**src/rtl/spad_fill_ctrl_pkg.sv**
```systemverilog
// Shared constants and state encoding for the PE scratchpad fill path.
// The spad, the FIFO wrapper and the fill controller all use these values.
package spad_fill_ctrl_pkg;

  localparam int PE_DATA_WIDTH = 16;
  localparam int PE_SPAD_DEPTH = 12;

  typedef enum logic [1:0] {
    ST_IDLE  = 2'd0,
    ST_FILL  = 2'd1,
    ST_DRAIN = 2'd2,
    ST_DONE  = 2'd3
  } fill_state_e;

endpackage

```
**src/rtl/spad_addr_gen.sv**
```systemverilog
// Loadable modulo-SPAD_DEPTH write address counter for the scratchpad.
// A load takes priority over an increment in the same cycle.
module spad_addr_gen
  import spad_fill_ctrl_pkg::*;
#(
  parameter int SPAD_DEPTH = PE_SPAD_DEPTH,
  parameter int ADDR_WIDTH = $clog2(SPAD_DEPTH)
) (
  input  logic                  clk,
  input  logic                  reset,
  input  logic                  load,
  input  logic [ADDR_WIDTH-1:0] base,
  input  logic                  inc,
  output logic [ADDR_WIDTH-1:0] addr
);

  always_ff @(posedge clk or negedge reset) begin
    if (!reset) begin
      addr <= '0;
    end else if (load) begin
      addr <= base;
    end else if (inc) begin
      addr <= (addr == ADDR_WIDTH'(SPAD_DEPTH - 1)) ? '0 : addr + ADDR_WIDTH'(1);
    end
  end

endmodule

```
**src/rtl/spad_fill_ctrl.sv**
```systemverilog
// Drains words from the PE input FIFO into a scratchpad with circular
// addressing, tracking the one-cycle FIFO read latency.
module spad_fill_ctrl
  import spad_fill_ctrl_pkg::*;
#(
  parameter int DATA_WIDTH = PE_DATA_WIDTH,
  parameter int SPAD_DEPTH = PE_SPAD_DEPTH,
  parameter int ADDR_WIDTH = $clog2(SPAD_DEPTH),
  parameter int CNT_WIDTH  = $clog2(SPAD_DEPTH + 1)
) (
  input  logic                  clk,
  input  logic                  reset,
  input  logic                  start,
  input  logic                  abort,
  input  logic [CNT_WIDTH-1:0]  fill_count,
  input  logic [ADDR_WIDTH-1:0] base_addr,
  input  logic                  fifo_empty_flag,
  output logic                  fifo_read_request,
  input  logic [DATA_WIDTH-1:0] fifo_rd_data,
  output logic                  spad_we,
  output logic [ADDR_WIDTH-1:0] spad_waddr,
  output logic [DATA_WIDTH-1:0] spad_wdata,
  output logic                  busy,
  output logic                  done
);

  fill_state_e           state, state_nxt;
  logic [CNT_WIDTH-1:0]  count_q, issued_q, written_q;
  logic [CNT_WIDTH-1:0]  eff_count;
  logic                  start_acc;
  logic                  final_wr;
  logic                  busy_q;
  logic                  vld_p0;
  logic [DATA_WIDTH-1:0] wdata_hold_p1;

  function automatic logic [CNT_WIDTH-1:0] sat_count(input logic [CNT_WIDTH-1:0] c);
    if (c > CNT_WIDTH'(SPAD_DEPTH)) return CNT_WIDTH'(SPAD_DEPTH);
    return c;
  endfunction

  assign eff_count = sat_count(fill_count);
  assign start_acc = (state == ST_IDLE) && start && !abort;

  // Write stage: data returned for a read issued last cycle, dropped on abort
  assign spad_we    = vld_p0 && !abort;
  assign spad_wdata = spad_we ? fifo_rd_data : wdata_hold_p1;
  assign final_wr   = (state == ST_DRAIN) && spad_we &&
                      (written_q == count_q - CNT_WIDTH'(1));
  assign busy       = busy_q;
  assign done       = (state == ST_DONE);

  always_comb begin
    state_nxt         = state;
    fifo_read_request = 1'b0;
    case (state)
      ST_IDLE: begin
        if (start_acc) state_nxt = (eff_count == '0) ? ST_DONE : ST_FILL;
      end
      ST_FILL: begin
        fifo_read_request = !fifo_empty_flag && (issued_q < count_q);
        if (fifo_read_request && (issued_q + CNT_WIDTH'(1) == count_q))
          state_nxt = ST_DRAIN;
      end
      ST_DRAIN: begin
        if (final_wr) state_nxt = ST_DONE;
      end
      ST_DONE: begin
        state_nxt = ST_IDLE;
      end
      default: state_nxt = ST_IDLE;
    endcase
    if (abort) begin
      state_nxt         = ST_IDLE;
      fifo_read_request = 1'b0;
    end
  end

  always_ff @(posedge clk or negedge reset) begin
    if (!reset) begin
      state     <= ST_IDLE;
      count_q   <= '0;
      issued_q  <= '0;
      written_q <= '0;
      busy_q    <= 1'b0;
    end else begin
      state <= state_nxt;
      if (start_acc) begin
        count_q   <= eff_count;
        issued_q  <= '0;
        written_q <= '0;
      end else begin
        if (fifo_read_request) issued_q <= issued_q + CNT_WIDTH'(1);
        if (spad_we) written_q <= written_q + CNT_WIDTH'(1);
      end
      // Count 0 enters DONE with busy set, so DONE itself also clears busy
      if (abort) busy_q <= 1'b0;
      else if (start_acc) busy_q <= 1'b1;
      else if (final_wr || state == ST_DONE) busy_q <= 1'b0;
    end
  end

  // Issue stage: a granted read is in flight for exactly one cycle
  always_ff @(posedge clk or negedge reset) begin
    if (!reset) begin
      vld_p0        <= 1'b0;
      wdata_hold_p1 <= '0;
    end else begin
      vld_p0 <= fifo_read_request;
      if (spad_we) wdata_hold_p1 <= fifo_rd_data;
    end
  end

  spad_addr_gen #(
    .SPAD_DEPTH (SPAD_DEPTH),
    .ADDR_WIDTH (ADDR_WIDTH)
  ) u_addr_gen (
    .clk   (clk),
    .reset (reset),
    .load  (start_acc),
    .base  (base_addr),
    .inc   (spad_we),
    .addr  (spad_waddr)
  );

endmodule

```
**config.mk**
```make
export PLATFORM = sky130hd
export DESIGN_NAME = spad_fill_ctrl
export DESIGN_NICKNAME = d
export VERILOG_FILES = /design/src/rtl/spad_fill_ctrl_pkg.sv /design/src/rtl/spad_addr_gen.sv /design/src/rtl/spad_fill_ctrl.sv
export SDC_FILE = /design/constraint.sdc
export NUM_CORES = 1
export LEC_CHECK = 0
export ABC_AREA = 1
export CAP_MARGIN = 20
export CORE_MARGIN = 1.5
export CORE_UTILIZATION = 35
export CTS_CLUSTER_DIAMETER = 80
export CTS_CLUSTER_SIZE = 25
export DETAILED_ROUTE_END_ITERATION = 7
export PLACE_DENSITY_LB_ADDON = 0.2
export SETUP_SLACK_MARGIN = 0.02
export SLEW_MARGIN = 20
export SYNTH_ARGS = -nofsm -noshare
export SYNTH_HDL_FRONTEND = slang
export SYNTH_SLANG_ARGS = --single-unit
```
**constraint.sdc**
```tcl
create_clock -name clk -period 4.9 [get_ports clk]
set_clock_uncertainty 0.15 [all_clocks]
set_input_delay 0.98 -clock clk [delete_from_list [all_inputs] [get_ports clk]]
set_output_delay 0.98 -clock clk [all_outputs]
set_load 0.005 [all_outputs]
```
==> impl_metrics.sql <==
INSERT INTO impl_metrics (metric_group, metric, value, unit) VALUES
('outcome', 'run_status', 'finished clean', ''),
('worst_setup_path', 'critical_path_sink_type', 'output port', ''),
('floorplanning', 'initial_utilization', '0.362', ''),
('drt', 'wire_per_inst', '11.7', 'µm'),
('run', 'cap_violations', '0', ''),
('worst_setup_path', 'worst_path_max_delay_cell', 'inv_1', ''),
('pwr', 'irDropWorstVdd', '215', 'µV'),
('cells_and_area', 'drive_above_1_share', '0.0513', ''),
('placed_design', 'cell_count_after_placement', '376', ''),
('cts', 'cts.root.buffer_cell', 'clkbuf_8', ''),
('timing', 'worst_slew_margin_rel', '0.455', ''),
('cts', 'post_cts.resized_instances', '0', ''),
('cts', 'cts_buffer_count', '5', ''),
('cts', 'path_clk_slew', '70', 'ps'),
('worst_setup_path', 'largest_incremental_delay_on_the_critical_path', '570', 'ps'),
('placed_design', 'post_dp_cell_area', '2570', 'µm²'),
('cts', 'tritoncts_num_sinks', '36', ''),
('timing', 'timing_hold_violations_final', '0', ''),
('drt', 'drtAntennaViolNets', '0', ''),
('cells_and_area', 'layout.filler_cells', '548', ''),
('synthesis', 'postSynthCellCount', '256', ''),
('drt', 'routed_wirelength', '4.50', 'mm'),
('cts', 'worst_skew_pair.late_latency', '290', 'ps'),
('cells_and_area', 'n_antenna_cell', '0', ''),
('cells_and_area', 'flow.area_growth_from_synthesis', '35.0', '%'),
('floorplanning', 'floorplan.die_area', '6120', 'µm²'),
('placed_design', 'place_hpwl', '3.21', 'mm'),
('synthesis', 'synth.ff_latch_count', '36', ''),
('timing', 'total_neg_setup_slack', '0', 'ps'),
('floorplanning', 'die_w', '78.3', 'µm'),
('cts', 'cts_htree_levels', '2', ''),
('worst_setup_path', 'crit_buf_inv', '4', ''),
('global_route', 'grt_util_all_layers', '0.158', ''),
('worst_setup_path', 'cp_cell_sequence', 'clkdlybuf4s50_1 > inv_2 > nand2_4 > inv_1 > nand2_1 > nand2_1 > clkdlybuf4s50_1', ''),
('worst_setup_path', 'timing.setup.critical_path_class', 'in -> out', ''),
('timing', 'maxClockFrequency', '0.235', 'GHz'),
('timing', 'setup_viol', '0', ''),
('cts', 'holdBufCountCts', '0', ''),
('min_path', 'timing.hold.worst.class', 'reg -> reg', ''),
('floorplanning', 'chipHeight', '78.3', 'µm'),
('pwr', 'pwr_density_cell', '538', 'nW/µm²'),
('synthesis', 'yosysWarningCount', '0', ''),
('cells_and_area', 'final_core_util', '0.489', ''),
('global_route', 'grt_max_degree', '37', ''),
('cells_and_area', 'final_cells', '384', ''),
('drt', 'avgViaCountPerCell', '4.64', ''),
('synthesis', 'yosysSeqAreaShare', '0.455', ''),
('synthesis', 'yosysUniqueCellTypes', '23', ''),
('worst_setup_path', 'crit_family', 'buffers and inverters', ''),
('cts', 'tritoncts', 'done', ''),
('timing', 'rsz_0062_raised_after_global_routing', 'no', ''),
('timing', 'finalHoldWorstSlack', '328', 'ps'),
('drt', 'detail_route.drc_violations', '0', ''),
('timing', 'fin_crit_sh', '0.870', ''),
('drt', 'drt_pre_antenna_iters', '4', ''),
('timing', 'timing_worst_slew_pin_value', '817', 'ps'),
('floorplanning', 'floorplan.core_area', '5470', 'µm²'),
('floorplanning', 'num_io_pins', '53', ''),
('timing', 'slew_viol_final', '0', ''),
('pwr', 'power.leakage', '0.00133', 'µW'),
('drt', 'routed-via-count', '1780', ''),
('cells_and_area', 'final_net_count', '353', ''),
('worst_setup_path', 'worstPathMaxFanout', '23', ''),
('global_route', 'via_count_of_the_first_global_routing_pass', '1713', ''),
('timing', 'timing.final.crit_period', '4260', 'ps'),
('cts', 'max-clock-path-buffers', '2', ''),
('cts', 'cts_post_setup_buffers_inserted', '0', ''),
('worst_setup_path', 'cp-start-kind', 'input pin', ''),
('global_route', 'grt_first_pass_wirelength', '7.52', 'mm'),
('global_route', 'antenna_found_initial', '0', ''),
('worst_setup_path', 'worst-r2r-setup-slack', '2670', 'ps'),
('synthesis', 'synth_fp_nets', '298', ''),
('placed_design', 'place.port_buffers', '52', ''),
('floorplanning', 'row_count', '27', ''),
('worst_setup_path', 'worst_ep_required_time', '3770', 'ps'),
('synthesis', 'synth.cell_area', '1980', 'µm²'),
('worst_setup_path', 'worst-endpoint-arrival', '3130', 'ps'),
('cells_and_area', 'final_design_area_no_fill', '2680', 'µm²'),
('placed_design', 'finalWeightedCongestion', '0.820', ''),
('synthesis', 'synthesis.area_per_instance', '7.74', 'µm²'),
('global_route', 'globalRouteOverflowTotal', '0', ''),
('drt', 'detail_route.iter0.violations', '123', '');
==> power breakdown <==
| group | total, µW | switching [µW] | internal, µW |
|---|---|---|---|
| logic | 673 | 329 | 343 |
| registers | 503 | 84.9 | 418 |
| clock network | 263 | 112 | 151 |
| total | 1440 | 526 | 913 |
==> worst paths after layout <==
kind | cells after the start | startpoint | to
worst max register to register | 9 | state[0]$_DFFE_PN0P_ | u_addr_gen.addr[0]$_DFFE_PN0P_
worst min-delay path | 2 | wdata_hold_p1[3]$_DFF_PN0_ | wdata_hold_p1[3]$_DFF_PN0_
worst min register to register | 2 | wdata_hold_p1[3]$_DFF_PN0_ | wdata_hold_p1[3]$_DFF_PN0_
min in group asynchronous | 1 | reset | issued_q[2]$_DFFE_PN0P_
max in group asynchronous | 1 | reset | wdata_hold_p1[5]$_DFF_PN0_
worst max-delay path | 7 | abort | spad_wdata[15]
==> layout make-up <==
type / count / area, µm² / share of cell area
multi-input cells: 185 / 946 / 0.353
flip-flops and latches: 36 / 901 / 0.337
clock inverters: 2 / 35.0 / 0.0131
clock buffers: 6 / 72.6 / 0.0271
repair buffers: 52 / 515 / 0.193
well taps: 72 / 90.1 / 0.0337
inverters: 31 / 116 / 0.0435
==> kinds of logic after synthesis <==
group                    count (synthesis)  share of synthesized area
AND/OR/NAND/NOR                        147                      0.315
flip-flops                              36                      0.455
buffers and inverters                   35                     0.0682
AO/OA/AOI/OAI                           22                     0.0669
adder cells (fa/ha/maj)                 13                     0.0821
XOR/XNOR                                 3                     0.0133
==> per-layer routing <==
layer | part of all wire | vias to the layer above | GRT usage
met3 | 0.059 | 5 | 0.0442
met4 | 0.0091 | 0 | 0.0589
met5 | 0 | - | 0
li1 | - | 928 | -
met1 | 0.48 | 801 | 0.201
met2 | 0.46 | 46 | 0.257
==> flip-flops by register name (all words and copies together) (netlist names) <==
signal / flops
count_q: 4
state: 2
issued_q: 4
vld_p0: 1
written_q: 4
wdata_hold_p1: 16
busy: 1
u_addr_gen.addr: 4
==> cells in the mapped netlist, drive strengths merged <==
library cell | count | area (µm²)
nand2 | 100 | 383
a21oi | 7 | 35.0
nor3 | 3 | 15.0
o211ai | 2 | 15.0
nor2 | 14 | 65.1
clkbuf | 1 | 3.75
a21boi | 1 | 11.3
dfrtp | 36 | 901
o21a | 1 | 7.51
o21ai | 9 | 45.0
o311ai | 1 | 8.76
buf | 3 | 15.0
nand4 | 5 | 31.3
ha | 13 | 163
nand3 | 25 | 130
a32o | 1 | 10.0
xnor2 | 3 | 26.3
inv | 31 | 116
==> metrics by stage <==
step                power (µW)  setup WS [ps]
floorplan                  875           2180
global placement          1180            628
detailed placement        1180            618
CTS                       1460            599
global route              1570            430
finish                    1440            637
==> placed cells by master (no fill, tap or decap), drive strengths merged <==
cell / n
nor3: 3
a32o: 1
clkinv: 1
dfrtp: 36
nor2: 14
clkdlybuf4s50: 51
nand4: 5
nand3: 25
bufinv: 1
ha: 13
o21ai: 9
o21a: 1
buf: 1
a21oi: 7
o211ai: 2
xnor2: 3
o311ai: 1
inv: 31
a21boi: 1
nand2: 100
clkbuf: 6
==> tightest hold or removal path, cell delays in order, from the launching register on <==
cell and delay [ps]:
dfrtp_1 320, nand2_1 50, nand2_1 70
(Power assumes the default switching activity.)
